**config.mk**
```make
export PLATFORM = sky130hd
export DESIGN_NAME = noc_packet_adapter
export DESIGN_NICKNAME = d
export VERILOG_FILES = /design/src/rtl/noc_packet_adapter.sv
export SDC_FILE = /design/constraint.sdc
export NUM_CORES = 1
export LEC_CHECK = 0
export ABC_CLOCK_PERIOD_IN_PS = 1900
export CAP_MARGIN = 25
export CORE_AREA = 2 2 417 419
export CTS_BUF_LIST = sky130_fd_sc_hd__clkbuf_4 sky130_fd_sc_hd__clkbuf_8 sky130_fd_sc_hd__clkbuf_16
export CTS_CLUSTER_DIAMETER = 100
export DETAILED_ROUTE_END_ITERATION = 7
export DIE_AREA = 0 0 419 421
export PLACE_DENSITY = 0.34
export REMOVE_ABC_BUFFERS = 1
export SLEW_MARGIN = 15
export SYNTH_ARGS = -nofsm -noshare
export SYNTH_HDL_FRONTEND = slang
export SYNTH_SLANG_ARGS = --single-unit
```
**constraint.sdc**
```tcl
create_clock -name clk -period 1.9 [get_ports clk]
set_input_delay 0.38 -clock clk [delete_from_list [all_inputs] [get_ports clk]]
set_output_delay 0.38 -clock clk [all_outputs]
set_load 0.005 [all_outputs]
```
**src/rtl/noc_packet_adapter.sv**
```systemverilog
// noc_packet_adapter
// Bridges fixed-width user data and NoC fabric packets in both directions.
// TX wraps {dest, data} into flit-formatted packets. RX strips a packet back
// to user data. Each direction has a one-entry output register and its own
// handshake.
//
// Flit layout, MSB first: valid, head, tail, vc, payload.
// The head flit payload starts with dest, then data. Data runs MSB-first
// across flit payloads. Unused payload bits and unused flits are zero.
//
// Ports:
//   clk, rst            single clock, asynchronous active-low reset
//   tx_data_in/dest_in  user word and destination node (valid/ready in)
//   tx_packet_out       formatted packet to fabric (valid/ready out)
//   rx_packet_in        packet from fabric (valid/ready in)
//   rx_data_out         extracted user data (valid/ready out)
//
// Handshake (both paths): a transfer happens on a rising edge where
// valid && ready. ready_out = ~valid_out | ready_in, so the slot can accept
// a new item in the same cycle that the old one drains. An output is held
// stable while valid_out && !ready_in.
module noc_packet_adapter #(
  parameter int ADDRESS_WIDTH    = 4,
  parameter int VC_ADDRESS_WIDTH = 1,
  parameter int WIDTH_DATA       = 21,
  parameter int WIDTH_PKT        = 512
) (
  input  logic                     clk,
  input  logic                     rst,
  input  logic [WIDTH_DATA-1:0]    tx_data_in,
  input  logic [ADDRESS_WIDTH-1:0] tx_dest_in,
  input  logic                     tx_valid_in,
  output logic                     tx_ready_out,
  output logic [WIDTH_PKT-1:0]     tx_packet_out,
  output logic                     tx_valid_out,
  input  logic                     tx_ready_in,
  input  logic [WIDTH_PKT-1:0]     rx_packet_in,
  input  logic                     rx_valid_in,
  output logic                     rx_ready_out,
  output logic [WIDTH_DATA-1:0]    rx_data_out,
  output logic                     rx_valid_out,
  input  logic                     rx_ready_in
);
  localparam int FLIT_WIDTH = WIDTH_PKT / 4;
  localparam int PAYLOAD    = FLIT_WIDTH - 3 - VC_ADDRESS_WIDTH;
  localparam int HD_W       = ADDRESS_WIDTH + WIDTH_DATA;
  localparam int NUM_FLITS  = (HD_W + PAYLOAD - 1) / PAYLOAD;
  localparam int STREAM_W   = NUM_FLITS * PAYLOAD;
  localparam int PAD        = STREAM_W - HD_W;

  if (NUM_FLITS > 4) begin : g_too_wide
    $error("noc_packet_adapter: dest+data needs more than 4 flits");
  end

  logic [STREAM_W-1:0]  w_tx_stream;
  logic [STREAM_W-1:0]  w_rx_stream;
  logic [WIDTH_PKT-1:0] w_tx_pkt;
  logic [WIDTH_DATA-1:0] w_rx_data;
  logic                 w_rx_keep;
  logic                 w_tx_accept;
  logic                 w_rx_accept;
  logic                 w_unused_rx;

  logic [WIDTH_PKT-1:0]  r_tx_pkt;
  logic                  r_tx_valid;
  logic [WIDTH_DATA-1:0] r_rx_data;
  logic                  r_rx_valid;

  // Left-align {dest, data} in the concatenated payload stream. The shift
  // leaves the low PAD bits zero without needing a zero-width replication.
  assign w_tx_stream = STREAM_W'({tx_dest_in, tx_data_in}) << PAD;

  for (genvar f = 0; f < 4; f++) begin : g_flit
    localparam int HI  = WIDTH_PKT - 1 - f * FLIT_WIDTH;
    localparam int SHI = STREAM_W - 1 - f * PAYLOAD;
    if (f < NUM_FLITS) begin : g_used
      assign w_tx_pkt[HI -: FLIT_WIDTH] = {1'b1, 1'(f == 0), 1'(f == NUM_FLITS - 1),
                                           {VC_ADDRESS_WIDTH{1'b0}},
                                           w_tx_stream[SHI -: PAYLOAD]};
      assign w_rx_stream[SHI -: PAYLOAD] = rx_packet_in[HI - 3 - VC_ADDRESS_WIDTH -: PAYLOAD];
    end else begin : g_unused
      assign w_tx_pkt[HI -: FLIT_WIDTH] = '0;
    end
  end

  // Dest, vc, header bits of later flits and padding are ignored on RX.
  assign w_rx_data   = w_rx_stream[STREAM_W - 1 - ADDRESS_WIDTH -: WIDTH_DATA];
  assign w_rx_keep   = rx_packet_in[WIDTH_PKT-1] & rx_packet_in[WIDTH_PKT-2];
  assign w_unused_rx = ^{rx_packet_in, w_rx_stream};

  assign tx_ready_out = ~r_tx_valid | tx_ready_in;
  assign rx_ready_out = ~r_rx_valid | rx_ready_in;
  assign w_tx_accept  = tx_valid_in & tx_ready_out;
  assign w_rx_accept  = rx_valid_in & rx_ready_out;

  always_ff @(posedge clk or negedge rst) begin
    if (!rst) begin
      r_tx_pkt   <= '0;
      r_tx_valid <= 1'b0;
    end else if (w_tx_accept) begin
      r_tx_pkt   <= w_tx_pkt;
      r_tx_valid <= 1'b1;
    end else if (tx_ready_in) begin
      r_tx_valid <= 1'b0;
    end
  end

  // A malformed packet is still consumed. Its accept slot either drains
  // the current word or finds the register empty, so valid ends up low.
  always_ff @(posedge clk or negedge rst) begin
    if (!rst) begin
      r_rx_data  <= '0;
      r_rx_valid <= 1'b0;
    end else if (w_rx_accept) begin
      r_rx_valid <= w_rx_keep;
      if (w_rx_keep) r_rx_data <= w_rx_data;
    end else if (rx_ready_in) begin
      r_rx_valid <= 1'b0;
    end
  end

  assign tx_packet_out = r_tx_pkt;
  assign tx_valid_out  = r_tx_valid;
  assign rx_data_out   = r_rx_data;
  assign rx_valid_out  = r_rx_valid;

endmodule

```
==> out/qor.yml <==
synth.top_cells.by_count: "buf_4, dfrtp_1, mux2_4"
whs_ns: 0.5079
power_density_nw_per_um2: 469.3
finalSetupViolations: 0
synthFlopType: "dfrtp_1"
synth_area_sq_um: 5684
period_minus_slack_ns: 1.856
crit_path_frequent_cell: "clkdlybuf4s50_1"
cts_setup_buffers: 0
yosysMostFrequentCell: "buf_4"
tritoncts: "done"
start_util: 0.03296
crit_start: "tx_ready_in"
clkSinkCount: 49
critical-path-max-stage-delay_ns: 0.50
overflow: 0
synth.area.top_cells: "buf_4, dfrtp_1, mux2_4"
maxSlewViolCount: 0
clk_latency_ns: 0.34
vias: 2625
cts_buffers: 5
rsz0062_at_grt: "no"
grt_max_degree: 27
postSynthAreaPerCell_sq_um: 9.569
crit_path_cell_trace: "clkdlybuf4s50_1 > nand2b_4 > clkdlybuf4s50_1"
place_area_sq_um: 7819
drc: 0
drt_first_pass_iters: 4
synthCells: 594
fin_skew_ns: 0.02326
clk_path_buf_depth: 2
p_sw_w: 0.001401
viasPerCell: 0.8646
track_usage: 0.02297
fmax_mhz: 538.9
hold_viol: 0
core_area_sq_um: 172500
crit_type: "in2out"
clk_pin_slew_ns: 0.10
place_congestion: 0.5578
worstSetupEndpointType: "primary output"
hp-class: "in2async"
rows: 153
cp.required_ns: 1.52
synth_cell_types: 13
power_frac_clock: 0.308
ys_ff_latch: 49
wire_per_inst_um: 6.859
die_y_um: 421
first_iter_violations: 42
die_w_um: 419
numPlacedInstances: 3023
yosys.area.top_type_share: 0.6419
synth_edf_count: 0
path_max_fanout: 3
synth_seq_area_share: 0.2157
antenna_left: 0
place.port_buffers: 106
seq_area_sq_um: 1226
crit_arrival_ns: 1.48
synth-async-reset-ratio: 1.000
nets: 1249
p_leak_nw: 3.119
startpoint_type: "primary input"
wirelength_um: 20820
drv_cap: 0
critPathSlowestCell: "clkdlybuf4s50_1"
multiInputGateArea_sq_um: 2560
combinationalPowerShare: 0.336
grt_pass1_vias: 1789
boundaryPins: 1080
cts-root-buf: "clkbuf_16"
yosys_warnings: 0
period_share: 0.9766
syn2layout_area_growth_pct: 40.81
intPower_w: 0.002355
hpwl_um: 18470
antenna_found_initial: 23
setup-tns-final_ns: 0
yosysTopAreaCell: "buf_4"
layout-drive-gt1-share: 0.09760
fin_cells: 3036
dieArea_sq_um: 176400
h-tree-depth: 2
r2r-start: "rx_valid_out"
power_frac_seq: 0.356
design_area_sq_um: 8004
grt_pass1_wl_um: 24250
fill_cells: 20360
switching_share: 0.3729
peakVddDrop_mv: 0.3309
status: "completed"
power_w: 0.003756
==> cells in the final DEF (no fill, tap or decap), types with 4 or more instances in the layout <==
cell type,instances
diode_2,4
conb_1,484
mux2_4,39
clkbuf_16,5
dfrtp_1,49
clkdlybuf4s50_1,92
mux2_2,7
dlymetal6s2s_1,6
buf_4,7
==> critical path: cells and delay by family <==
family | cells | cell delay (ns)
buf+inv | 2 | 0.96
simple gates | 1 | 0.14
==> metal layers <==
layer  GRT usage  up-vias  wire, um
met1     0.02098     1167      6774
met4    0.009386        8       496
met3     0.02247       37      4552
met2     0.03433      320      8944
li1            -     1093         -
met5           0        -        56
==> through the flow <==
step | setup slack (ns) | util
after floorplan | 0.3156 | -
after global placement | -0.02484 | 0.04533
after detailed placement | -0.03759 | 0.04533
after CTS | 0.003035 | 0.04626
after global routing | 0.00006539 | 0.04635
final | 0.04442 | 0.04640
==> cells by family after synthesis <==
logic type,after synthesis,share of synthesized area
other,1,0.0006597
AND/OR/NAND/NOR,8,0.01387
flip-flops,49,0.2157
buffers and inverters,490,0.6529
multiplexers,46,0.1169
==> power groups by stage <==
stage                     Combinational, W  Clock (W)  Sequential [W]
after floorplan                   0.000493          0         0.00134
after global placement             0.00134          0         0.00136
after detailed placement           0.00133          0         0.00136
after CTS                          0.00133    0.00130         0.00134
after global routing               0.00145    0.00129         0.00136
final                              0.00126    0.00116         0.00134
==> flip-flops by register name, indices dropped and copies added (netlist names) <==
| register | count |
|---|---|
| rx_data_out | 21 |
| rx_valid_out | 1 |
| tx_packet_out | 26 |
| tx_valid_out | 1 |
==> worst paths after layout <==
| path | endpoint | slack, ns | cells past startpoint |
|---|---|---|---|
| max reg2reg | rx_data_out[9] | 0.45 | 4 |
| max | tx_ready_out | 0.04 | 3 |
| min | rx_data_out[20] | 0.51 | 2 |
| min reg2reg | tx_packet_out[487] | 0.51 | 1 |
| max in group asynchronous | tx_packet_out[488] | 0.81 | 3 |
| min in group clk | tx_packet_out[487] | 0.51 | 1 |
==> layout make-up <==
type | count | area share
Antenna cell | 4 | 0.001251
Sequential cell | 49 | 0.1532
Timing Repair Buffer | 112 | 0.1430
Clock buffer | 5 | 0.01563
Tap cell | 2325 | 0.3635
Multi-Input combinational cell | 538 | 0.3198
Clock inverter | 3 | 0.003595
==> what timing repair did <==
| item | 4_1_cts | 5_1_grt |
|---|---|---|
| resized for setup | 3 | 6 |
| hold buffers | 1 | 0 |
| endpoints found under the setup margin | 3 | 6 |
| hold endpoints to repair | 25 | 0 |
No activity file was read; power rests on OpenSTA's default activity.
